## src/rtl/stereo_effect_scheduler_if.sv

```systemverilog
// stereo_effect_scheduler_if: stereo frame, bypass and mono-effect handshake signals
interface stereo_effect_scheduler_if #(parameter int data_width = 16);
  logic [data_width-1:0] i_left, i_right, o_left, o_right, o_fx_data, i_fx_data;
  logic i_sample_valid, o_sample_ready, o_sample_valid, i_bypass_left, i_bypass_right;
  logic o_fx_data_ready, i_fx_read_enable, i_fx_data_valid, o_fx_read_done;
  logic o_busy, o_timeout_err, o_overrun_err;
  modport slave (
    input  i_left, i_right, i_sample_valid, i_bypass_left, i_bypass_right,
           i_fx_read_enable, i_fx_data, i_fx_data_valid,
    output o_left, o_right, o_sample_ready, o_sample_valid, o_fx_data, o_fx_data_ready,
           o_fx_read_done, o_busy, o_timeout_err, o_overrun_err
  );
  modport master (
    output i_left, i_right, i_sample_valid, i_bypass_left, i_bypass_right,
           i_fx_read_enable, i_fx_data, i_fx_data_valid,
    input  o_left, o_right, o_sample_ready, o_sample_valid, o_fx_data, o_fx_data_ready,
           o_fx_read_done, o_busy, o_timeout_err, o_overrun_err
  );
endinterface

```

## src/rtl/stereo_effect_scheduler.sv

```systemverilog
// stereo_effect_scheduler: time-shares one mono effect between the left and right channels of a stereo stream
module stereo_effect_scheduler #(
  parameter int data_width = 16,
  parameter int timeout_cycles = 255
) (
  input logic clk,
  input logic reset,
  stereo_effect_scheduler_if.slave bus
);
  localparam int cw = $clog2(timeout_cycles + 1);
  localparam logic [cw-1:0] limit = cw'(timeout_cycles - 1);
  typedef enum logic [2:0] {IDLE, SEND_L, WAIT_L, SEND_R, WAIT_R, EMIT} state_t;
  state_t state, next;
  logic [cw-1:0] cnt;
  logic [data_width-1:0] res_l, res_r;
  logic byp_r, fresh, accept, in_send, in_wait, issue, got, expired, finish;
  always_comb begin
    accept = bus.i_sample_valid && state == IDLE;
    in_send = state == SEND_L || state == SEND_R;
    in_wait = state == WAIT_L || state == WAIT_R;
    issue = in_send && bus.i_fx_read_enable;
    got = in_wait && !fresh && bus.i_fx_data_valid;
    expired = (in_send || in_wait) && !issue && !got && cnt >= limit;
    finish = got || expired;
    next = state;
    case (state)
      IDLE:    next = !accept ? IDLE : !bus.i_bypass_left ? SEND_L : !bus.i_bypass_right ? SEND_R : EMIT;
      SEND_L:  next = issue ? WAIT_L : expired ? (byp_r ? EMIT : SEND_R) : SEND_L;
      WAIT_L:  next = finish ? (byp_r ? EMIT : SEND_R) : WAIT_L;
      SEND_R:  next = issue ? WAIT_R : expired ? EMIT : SEND_R;
      WAIT_R:  next = finish ? EMIT : WAIT_R;
      default: next = IDLE;
    endcase
  end
  always_ff @(posedge clk or negedge reset)
    if (!reset) state <= IDLE;
    else state <= next;
  // result registers start as the raw inputs, so bypass and timeout fall out as pass-through
  always_ff @(posedge clk or negedge reset) begin
    if (!reset) begin
      cnt <= '0;
      fresh <= 1'b0;
      byp_r <= 1'b0;
      res_l <= '0;
      res_r <= '0;
      bus.o_left <= '0;
      bus.o_right <= '0;
      bus.o_fx_data <= '0;
      bus.o_sample_ready <= 1'b1;
      bus.o_sample_valid <= 1'b0;
      bus.o_fx_data_ready <= 1'b0;
      bus.o_fx_read_done <= 1'b0;
      bus.o_busy <= 1'b0;
      bus.o_timeout_err <= 1'b0;
      bus.o_overrun_err <= 1'b0;
    end else begin
      cnt <= (next != state && (next == SEND_L || next == SEND_R)) ? '0 : cnt + 1'b1;
      fresh <= issue;
      bus.o_sample_ready <= next == IDLE;
      bus.o_busy <= next != IDLE;
      bus.o_fx_data_ready <= issue;
      bus.o_fx_read_done <= finish;
      bus.o_sample_valid <= state == EMIT;
      if (accept) begin
        res_l <= bus.i_left;
        res_r <= bus.i_right;
        byp_r <= bus.i_bypass_right;
      end
      if (issue) bus.o_fx_data <= state == SEND_L ? res_l : res_r;
      if (got && state == WAIT_L) res_l <= bus.i_fx_data;
      if (got && state == WAIT_R) res_r <= bus.i_fx_data;
      if (state == EMIT) begin
        bus.o_left <= res_l;
        bus.o_right <= res_r;
      end
      if (expired) bus.o_timeout_err <= 1'b1;
      if (bus.i_sample_valid && !bus.o_sample_ready) bus.o_overrun_err <= 1'b1;
    end
  end
endmodule
```

## src/flat_wrapper.sv

```systemverilog
// flat-port wrapper written by rule: the top's interface ports become plain ports
module stereo_effect_scheduler_flat 
#(
  parameter int data_width = 16,
  parameter int timeout_cycles = 255
)
  (clk, reset, bus_i_left, bus_i_right, bus_i_sample_valid, bus_i_bypass_left, bus_i_bypass_right, bus_i_fx_read_enable, bus_i_fx_data, bus_i_fx_data_valid, bus_o_left, bus_o_right, bus_o_sample_ready, bus_o_sample_valid, bus_o_fx_data, bus_o_fx_data_ready, bus_o_fx_read_done, bus_o_busy, bus_o_timeout_err, bus_o_overrun_err);
  stereo_effect_scheduler_if #(.data_width(data_width)) bus_i ();
  input logic clk;
  input logic reset;
  input wire logic [$bits(bus_i.i_left)-1:0] bus_i_left;
  input wire logic [$bits(bus_i.i_right)-1:0] bus_i_right;
  input wire logic [$bits(bus_i.i_sample_valid)-1:0] bus_i_sample_valid;
  input wire logic [$bits(bus_i.i_bypass_left)-1:0] bus_i_bypass_left;
  input wire logic [$bits(bus_i.i_bypass_right)-1:0] bus_i_bypass_right;
  input wire logic [$bits(bus_i.i_fx_read_enable)-1:0] bus_i_fx_read_enable;
  input wire logic [$bits(bus_i.i_fx_data)-1:0] bus_i_fx_data;
  input wire logic [$bits(bus_i.i_fx_data_valid)-1:0] bus_i_fx_data_valid;
  output wire logic [$bits(bus_i.o_left)-1:0] bus_o_left;
  output wire logic [$bits(bus_i.o_right)-1:0] bus_o_right;
  output wire logic [$bits(bus_i.o_sample_ready)-1:0] bus_o_sample_ready;
  output wire logic [$bits(bus_i.o_sample_valid)-1:0] bus_o_sample_valid;
  output wire logic [$bits(bus_i.o_fx_data)-1:0] bus_o_fx_data;
  output wire logic [$bits(bus_i.o_fx_data_ready)-1:0] bus_o_fx_data_ready;
  output wire logic [$bits(bus_i.o_fx_read_done)-1:0] bus_o_fx_read_done;
  output wire logic [$bits(bus_i.o_busy)-1:0] bus_o_busy;
  output wire logic [$bits(bus_i.o_timeout_err)-1:0] bus_o_timeout_err;
  output wire logic [$bits(bus_i.o_overrun_err)-1:0] bus_o_overrun_err;
  assign bus_i.i_left = bus_i_left;
  assign bus_i.i_right = bus_i_right;
  assign bus_i.i_sample_valid = bus_i_sample_valid;
  assign bus_i.i_bypass_left = bus_i_bypass_left;
  assign bus_i.i_bypass_right = bus_i_bypass_right;
  assign bus_i.i_fx_read_enable = bus_i_fx_read_enable;
  assign bus_i.i_fx_data = bus_i_fx_data;
  assign bus_i.i_fx_data_valid = bus_i_fx_data_valid;
  assign bus_o_left = bus_i.o_left;
  assign bus_o_right = bus_i.o_right;
  assign bus_o_sample_ready = bus_i.o_sample_ready;
  assign bus_o_sample_valid = bus_i.o_sample_valid;
  assign bus_o_fx_data = bus_i.o_fx_data;
  assign bus_o_fx_data_ready = bus_i.o_fx_data_ready;
  assign bus_o_fx_read_done = bus_i.o_fx_read_done;
  assign bus_o_busy = bus_i.o_busy;
  assign bus_o_timeout_err = bus_i.o_timeout_err;
  assign bus_o_overrun_err = bus_i.o_overrun_err;
  stereo_effect_scheduler #(.data_width(data_width), .timeout_cycles(timeout_cycles)) u_core (.clk(clk), .reset(reset), .bus(bus_i));
endmodule
```

## config.mk

```make
export PLATFORM = sky130hd
export DESIGN_NAME = stereo_effect_scheduler_flat
export DESIGN_NICKNAME = d
export VERILOG_FILES = /design/src/rtl/stereo_effect_scheduler_if.sv /design/src/rtl/stereo_effect_scheduler.sv /design/src/flat_wrapper.sv
export SDC_FILE = /design/constraint.sdc
export NUM_CORES = 1
export LEC_CHECK = 0
export CORE_MARGIN = 4
export CORE_UTILIZATION = 45
export DETAILED_ROUTE_END_ITERATION = 8
export HOLD_SLACK_MARGIN = 0.03
export PLACE_DENSITY = 0.78
export SLEW_MARGIN = 15
export SYNTH_ARGS = -nofsm -noshare
export SYNTH_HDL_FRONTEND = slang
export SYNTH_SLANG_ARGS = --single-unit
```

## constraint.sdc

```tcl
create_clock -name clk -period 2.13 [get_ports clk]
set_input_delay 0.426 -clock clk [delete_from_list [all_inputs] [get_ports clk]]
set_output_delay 0.426 -clock clk [all_outputs]
set_load 0.02 [all_outputs]
```

After elaboration in Yosys (flattened, before gate mapping):

Index checks and enable logic that the tools add are counted.

* flip-flop bits (word level): 99
* input bits: 55

* order comparisons: 1
* multiplexer cells: 17
* $add $sub $neg: 1
* equality and inequality tests: 8
* reductions and logical operators: 25

Operators with widths (count)
* two-way mux 16 bit: 5
* two-way mux 3 bit: 9
* case mux 3 bit (5 select lines): 1
* logical AND 1 bit: 11
* == test 3 x 2 -> 1 bit (second input constant): 3
* adder 8 x 1 -> 8 bit (second input constant): 1
* greater-or-equal comparator 8 bit (second input constant): 1
* two-way mux 8 bit: 1
* == test 3 x 1 -> 1 bit (second input constant): 2
* == test 3 bit (second input constant): 2
* zero test 3 bit: 2
* logical OR 1 bit: 5
* zero test 1 bit: 4
* nonzero test 2 bit: 2
* inequality test 3 bit: 1
* nonzero test 3 bit: 1
* two-way mux 1 bit: 1

Depth between registers and ports, before layout:

Gate-level depths: netlist (run 1).

* depth after elaboration: 14
* depth in mapped cells: 7

Worst setup path after synthesis (run 1):

OpenSTA, ideal clock, no wires.

* kind: flip-flop to flip-flop
* from: reg u_core.state[2]
* to: reg u_core.bus.o_sample_ready
* setup time: 0.063 ns
* period minus slack after synthesis: 1.752 ns
* path slack: 0.378 ns
* stages on the path, launching flop included: 7
* arrival: 1.688 ns
* cell sequence: dfrtp_1 > buf_4 > xnor2_1 > or3_4 > a31oi_4 > mux2i_1 > and4_1

* longest elaborated chain between the ends: 11
* elaborated cells between the ends (all ways): 27

RTL lines
* start, declared: line stereo_effect_scheduler.sv:13 `state_t state, next;`
* start signal, assigned: line stereo_effect_scheduler.sv:37 `else state <= next;`
* == test 3 x 1 -> 1 bit, or another cell as far along: line stereo_effect_scheduler.sv:19, stereo_effect_scheduler.sv:26
* logical OR 1 bit (on tied branches): line stereo_effect_scheduler.sv:19, stereo_effect_scheduler.sv:20
* logical AND 1 bit (on tied branches): line stereo_effect_scheduler.sv:21, stereo_effect_scheduler.sv:22
* zero test 1 bit or logical AND 1 bit (tied branches): line stereo_effect_scheduler.sv:23, stereo_effect_scheduler.sv:22
* logical AND 1 bit or zero test 1 bit (tied branches): line stereo_effect_scheduler.sv:23 `expired = (in_send || in_wait) && !issue && !got && cnt >= limit;`
* logical AND 1 bit (2 in a row): line stereo_effect_scheduler.sv:23
* two-way mux 3 bit, or another cell as far along (2 in a row): line stereo_effect_scheduler.sv:28 `SEND_L: next = issue ? WAIT_L : expired ? (byp_r ? EMIT : SEND_R) : SEND_L;`
* case mux 3 bit (5 select lines) (*): line stereo_effect_scheduler.sv:26 `case (state)`
* zero test 3 bit (*): line stereo_effect_scheduler.sv:59 `bus.o_sample_ready <= next == IDLE;`
* end signal, assigned: line stereo_effect_scheduler.sv:49 `bus.o_sample_ready <= 1'b1;`
* end signal, assigned: line stereo_effect_scheduler.sv:59
* end, declared: line stereo_effect_scheduler_if.sv:10 `output o_left, o_right, o_sample_ready, o_sample_valid, o_fx_data, o_fx_data_ready,`

Mark *: on every way between the ends. The rest lies on a longest branch, timed or not.
A chain may end at the register's enable or synchronous reset.

Worst setup path in the final report (run 1):

* from: reg u_core.cnt[0]
* to: reg u_core.cnt[7]

* longest elaborated chain between the ends: 9
* elaborated cells between the ends (all ways): 17

RTL lines
* start, declared: line stereo_effect_scheduler.sv:14 `logic [cw-1:0] cnt;`
* start signal, assigned: line stereo_effect_scheduler.sv:57 `cnt <= (next != state && (next == SEND_L || next == SEND_R)) ? '0 : cnt + 1'b1;`
* greater-or-equal comparator 8 bit: line stereo_effect_scheduler.sv:23
* logical AND 1 bit: line stereo_effect_scheduler.sv:23
* two-way mux 3 bit, or another cell as far along (2 in a row): line stereo_effect_scheduler.sv:28
* case mux 3 bit (5 select lines): line stereo_effect_scheduler.sv:26
* == test 3 x 1 -> 1 bit or == test 3 x 2 -> 1 bit (tied branches): line stereo_effect_scheduler.sv:57
* logical OR 1 bit: line stereo_effect_scheduler.sv:57
* logical AND 1 bit: line stereo_effect_scheduler.sv:57
* two-way mux 8 bit (*): line stereo_effect_scheduler.sv:57

Marks and branches as above.

==> results of run 1 <==
## cell usage in the layout (no fill, tap or decap), types with 2 or more instances in the layout
cell type        count
nand2_1            119
clkdlybuf4s50_1    108
dfrtp_1             98
mux2i_1             49
a21oi_1             40
nor2_1              36
o21ai_0             18
inv_1               10
buf_4               10
clkbuf_8             9
xor2_1               5
nand3_1              4
buf_12               4
nor2b_1              3
nand4_1              3
nand2b_1             3
and2_1               3
xnor2_1              2
o21a_1               2
a21o_1               2
ha_1                 2
clkinvlp_4           2
inv_8                2
## final timing paths
path,slack (ns),to,depth (start not counted)
min in group clk,0.46,u_core.bus.o_overrun_err$_DFFE_PN0P_,1
worst max register to register,0.13,u_core.cnt[7]$_DFF_PN0_,7
worst min register to register,0.46,u_core.bus.o_overrun_err$_DFFE_PN0P_,1
worst min-delay path,0.03,u_core.bus.o_right[0]$_DFFE_PN0P_,1
worst max-delay path,0.13,u_core.cnt[7]$_DFF_PN0_,7
max in group asynchronous,1.43,u_core.bus.o_fx_data[5]$_DFFE_PN0P_,2
## power groups by stage
stage               Clock [mW]  Combinational [mW]  Sequential (mW)
global route              1.25                4.15             3.48
global placement             0                3.70             3.34
detailed placement           0                3.79             3.38
floorplan                    0                1.77             3.76
CTS                       1.16                3.81             3.35
finish                    1.14                3.79             3.35
## final cells by class
cell class | count | area share [%]
inverters | 10 | 0.639
flip-flops and latches | 99 | 42.2
clock inverters | 7 | 1.02
clock buffers | 9 | 2.11
multi-input cells | 311 | 30.2
repair buffers | 122 | 21.1
well taps | 129 | 2.75
## cells by family (layout without fill, tap and decap cells)
family / count (synthesis) / in the layout / synth area share (%)
compound gates: 73 / 73 / 9.59
xor+xnor: 7 / 7 / 1.40
fa+ha+maj: 2 / 2 / 0.571
buf+inv: 34 / 148 / 3.51
flops: 99 / 99 / 56.5
mux: 49 / 49 / 11.2
simple gates: 180 / 180 / 17.2
## registers in the layout, indices dropped and copies added (netlist names)
register / flops
u_core.res_l: 16
u_core.bus.o_sample_valid: 1
u_core.byp_r: 1
u_core.bus.o_timeout_err: 1
u_core.bus.o_busy: 1
u_core.bus.o_sample_ready: 1
u_core.cnt: 8
u_core.res_r: 16
u_core.bus.o_right: 16
u_core.bus.o_fx_data: 16
u_core.bus.o_left: 16
u_core.state: 3
u_core.bus.o_fx_read_done: 1
u_core.bus.o_overrun_err: 1
u_core.bus.o_fx_data_ready: 1
## routing by layer
| metal | vias up | share of wire, % | track usage, % |
|---|---|---|---|
| li1 | 1700 | - | - |
| met1 | 1652 | 42 | 26.1 |
| met2 | 114 | 50 | 33.0 |
| met3 | 18 | 5.6 | 2.59 |
| met4 | 0 | 2.4 | 8.86 |
| met5 | - | 0 | 0 |
## metrics by stage
stage,utilization [%],power [mW],instances,hold WS (ns),setup WS (ns)
after detailed placement,60.6,7.17,671,0.434,-0.172
final,62.7,8.28,687,0.0272,0.131
after global routing,62.7,8.87,687,0.0498,0.0241
after floorplan,-,5.53,444,0.130,0.378
after CTS,62.6,8.33,687,0.0329,0.0625
after global placement,60.6,7.04,671,0.433,-0.0795
## timing repair
action | CTS | global route
setup endpoints to repair | 0 | 8
gates resized for setup | 0 | 2
setup buffers | 0 | 0
## worst reg2reg max path: cells and delay by family, from the launching register on
kind / cells / cell delay [ns]
buf+inv: 1 / 0.07
compound gates: 3 / 0.63
simple gates: 2 / 0.54
fa+ha+maj: 1 / 0.19
flops: 1 / 0.45
==> results.tsv, run 1 <==
stage	metric	value	unit
status	status	complete, no violations	
setup_path	crit_slowest_cell	dfrtp_1	
routing	vias_per_cell	5.07	
logic_synthesis	yosysMostFrequentCell	nand2_1	
die	start_util	46.8	%
logic_synthesis	ys_top_cells_by_area	dfrtp_1 56%, mux2i_1 11%, nand2_1 10%, a21oi_1 4.6%, nor2_1 3.1%	
die	num_rows	35	
logic_synthesis	synth_top_area_share	55.9	%
clocking	worstSkewPairLatency	0.36	ns
setup_path	crit_chain	inv_1 -> ha_1 -> o211ai_1 -> nor2_1 -> a31oi_1 -> nor3b_4 -> a21oi_1	
logic_synthesis	synth_common_cells	119 x nand2_1, 98 x dfrtp_1, 49 x mux2i_1	
clocking	clockBufferDepth	2	
pwr	seq_power_share	40.5	%
global_routing	gr-total-overflow	0	
clocking	cts_made_buffers	9	
placed_design	dpl-instance-area	0.00568	mm^2
routing	drtIter0Drc	161	
pwr	switching_share	39.7	%
logic_synthesis	syn_area	0.00439	mm^2
clocking	cts_tree	done	
logic_synthesis	yosys_warnings	0	
worst_hold_path	hp-class	in -> async	
global_routing	grt_pass1_vias	3563	
pwr	switching_power	3.29	mW
logic_synthesis	synth-async-reset-ratio	100	%
setup_path	worst-path-max-fanout	8	
routing	wl_per_cell	15.9	um
pwr	p_clk_share	13.7	%
global_routing	grtUsageTotal	19.9	%
clocking	clk_pin_slew	0.10	ns
layout	seq_area	0.00248	mm^2
global_routing	grt_start_max_net_pins	40	
setup_path	worstSetupPathType	reg -> reg	
logic_synthesis	yosys.area.top_type	dfrtp_1	
setup_path	worstSetupStartpoint	u_core.cnt[0]$_DFF_PN0_	
pwr	pwr_density_cell	1410	mW/mm^2
sta	period_share	93.8	%
pwr	p_comb_share	45.8	%
logic_synthesis	syn_avg_cell_area	9.88	um^2
sta	finalSetupViolCount	0	
job	cap_violations	0	
routing	routed_wl	10900	um
routing	drc	0	
placed_design	finalWeightedCongestion	0.882	
pwr	peakVddDrop	0.674	mV
sta	clock.fmax	500	MHz
logic_synthesis	ys_seq_area_share	56.5	%
clocking	ctsHoldBuffers	0	
logic_synthesis	synth-seq-cells	99	
setup_path	worstSetupEndpointType	register	
global_routing	antenna_found_initial	0	
setup_path	r2r-start	u_core.cnt[0]$_DFF_PN0_	
sta	skew	0.0135	ns
sta	rsz0062_at_grt	no	
logic_synthesis	synth_edf_count	0	
setup_path	worstPathArrival	2.23	ns
layout	final_nets	610	
clocking	cts-root-buf	clkbuf_8	
clocking	cts-htree-levels	3	
logic_synthesis	synth_cell_types	41	
layout	layout-drive-gt1-share	6.81	%
logic_synthesis	syn-num-nets	501	
routing	detail-route-antenna-nets	0	
sta	final-hold-violation-count	0	
logic_synthesis	synthCells	444	
sta	slew_viol_final	0	
placed_design	io_buffers	109	
setup_path	required	2.36	ns
sta	worstMarginPinSlew	0.516	ns
sta	relSlewSlack	65.6	%
routing	vias	3484	
layout	design_area	0.00587	mm^2
die	dieArea	0.0114	mm^2
die	boundaryPins	110	
die	die_h	107	um
setup_path	cp_top_family	compound AO/OA/AOI/OAI gates	
routing	detail_route.first_pass.iterations	4	
sta	setup-tns-final	0	ns
sta	min_period	2.00	ns
global_routing	grt_pass1_wl	17800	um
pwr	power.internal	4.99	mW
die	die_x	107	um
clocking	cts_sinks	99	
logic_synthesis	synth-main-ff-cell	dfrtp_1	
setup_path	start_kind	register	
layout	diodes	0	
setup_path	critPathBufInv	1	
placed_design	dp.final_hpwl	7720	um
setup_path	max_stage_delay	0.45	ns
layout	fillers	813	
die	core-area	0.00937	mm^2
layout	syn2layout_area_growth	33.9	%
layout	multiInputGateArea	0.00177	mm^2
pwr	leakage	2.65	nW
No activity file was read; power rests on OpenSTA's default activity.
==> inputs of run 2 (changes only) <==
SLEW_MARGIN = 20   (was 15)
==> results of run 2 <==
Final layout, timing and power as in run 1 (identical DEF).
==> inputs of run 3 (changes only) <==
CORE_UTILIZATION = 40   (was 45)
PLACE_DENSITY = 0.71   (was 0.78)
SETUP_SLACK_MARGIN = 0.15   (was not set)
==> results.tsv, run 3 (synthesized netlist as in run 1, its figures left out) <==
stage	metric	value	unit
clocking	cts_made_buffers	9	
routing	detail_route.first_pass.iterations	4	
layout	diodes	0	
clocking	clockBufferDepth	2	
layout	fin_cells	704	
routing	vias_per_cell	4.89	
layout	final_common_cell	nand2_1	
die	die_h	113	um
setup_path	worst-path-max-fanout	8	
placed_design	finalWeightedCongestion	0.877	
sta	min_period	1.91	ns
layout	multiInputGateArea	0.00179	mm^2
routing	routed_wl	11000	um
routing	drtIter0Drc	174	
layout	seq_area	0.00248	mm^2
sta	final-hold-violation-count	0	
global_routing	antenna_found_initial	0	
sta	slew_viol_final	0	
pwr	leakage	2.70	nW
global_routing	grt_start_max_net_pins	41	
global_routing	gr-total-overflow	0	
die	dieArea	0.0127	mm^2
clocking	clk_pin_slew	0.10	ns
sta	whs	0.0351	ns
clocking	cts-root-buf	clkbuf_8	
worst_hold_path	hp-class	in -> async	
global_routing	grtUsageTotal	18.0	%
clocking	ctsHoldBuffers	0	
sta	period_share	89.6	%
setup_path	worstSetupStartpoint	u_core.state[2]$_DFF_PN0_	
setup_path	required	2.42	ns
die	boundaryPins	110	
clocking	cts_sinks	99	
layout	syn2layout_area_growth	36.1	%
layout	layout-drive-gt1-share	9.68	%
pwr	pwr_density_cell	1410	mW/mm^2
sta	rsz0062_at_grt	yes	
setup_path	worstPathArrival	2.20	ns
setup_path	start_kind	register	
sta	clock.fmax	524	MHz
routing	drc	0	
job	cap_violations	0	
pwr	peakVddDrop	0.673	mV
layout	fillers	935	
status	status	complete, no violations	
sta	skew	0.0138	ns
routing	vias	3446	
sta	finalSetupViolCount	0	
placed_design	dpl-instance-area	0.00572	mm^2
setup_path	worstSetupPathType	reg -> reg	
clocking	worstSkewPairLatency	0.36	ns
die	num_rows	37	
placed_design	dp_cells	686	
sta	relSlewSlack	65.9	%
layout	final_nets	620	
pwr	total_power	8.42	mW
die	core-area	0.0105	mm^2
setup_path	r2r-start	u_core.state[2]$_DFF_PN0_	
placed_design	dp.final_hpwl	8010	um
layout	design_area	0.00597	mm^2
routing	wl_per_cell	15.6	um
layout	most-common-layout-cells	119 x nand2_1, 107 x clkdlybuf4s50_1, 94 x dfrtp_1	
global_routing	grt_pass1_wl	18300	um
global_routing	grt_pass1_vias	3602	
routing	detail-route-antenna-nets	0	
setup_path	worstSetupEndpointType	register	
clocking	cts_tree	done	
sta	worstMarginPinSlew	0.512	ns
die	die_x	113	um
die	start_util	41.7	%
placed_design	io_buffers	109	
clocking	cts-htree-levels	3	
layout	fin_util	56.8	%
run 3: what timing repair did:
item | CTS | global route
pin swaps | 0 | 0
endpoints found under the setup margin | 10 | 12
gates resized for setup | 3 | 7
setup buffers | 0 | 2
run 3: per-layer routing:
layer  wire length (um)  GRT usage (%)  vias up
li1                   -              -     1722
met1               4870           22.8     1646
met2               5590           31.2       74
met3                422           3.69        4
met4                 69           5.37        0
met5                  0              0        -
run 3: final timing paths:
check,to,slack (ns),cells past startpoint
hold reg to reg,u_core.bus.o_overrun_err$_DFFE_PN0P_,0.47,1
setup reg to reg,u_core.bus.o_sample_ready$_DFF_PN1_,0.22,5
min in group clk,u_core.bus.o_overrun_err$_DFFE_PN0P_,0.47,1
setup / recovery,u_core.bus.o_sample_ready$_DFF_PN1_,0.22,5
hold / removal,u_core.res_l[1]$_DFFE_PN0P_,0.04,1
max in group asynchronous,u_core.bus.o_sample_ready$_DFF_PN1_,1.47,2
run 3: layout make-up:
cell class	instances	area share, %
Tap cell	136	2.85
Multi-Input combinational cell	311	30.0
Timing Repair Buffer	132	21.6
Sequential cell	99	41.6
Clock inverter	7	1.26
Inverter	10	0.629
Clock buffer	9	2.07
run 3: power breakdown:
part	total [mW]	switching [mW]	internal, mW
logic	3.86	2.00	1.86
registers	3.35	0.611	2.73
clock network	1.21	0.658	0.551
run 3: critical path, cell delays in order (launching register included):
cell and delay [ns]:
dfrtp_2 0.49, xnor2_2 0.18, or3_4 0.41, a31oi_4 0.26, mux2i_2 0.29, and4_1 0.22
run 3: through the flow:
step                setup WS [ns]  setup TNS, ns
global placement          -0.0718         -0.576
CTS                         0.171              0
detailed placement         -0.177          -1.29
finish                      0.221              0
global route                0.111              0
floorplan                   0.378              0
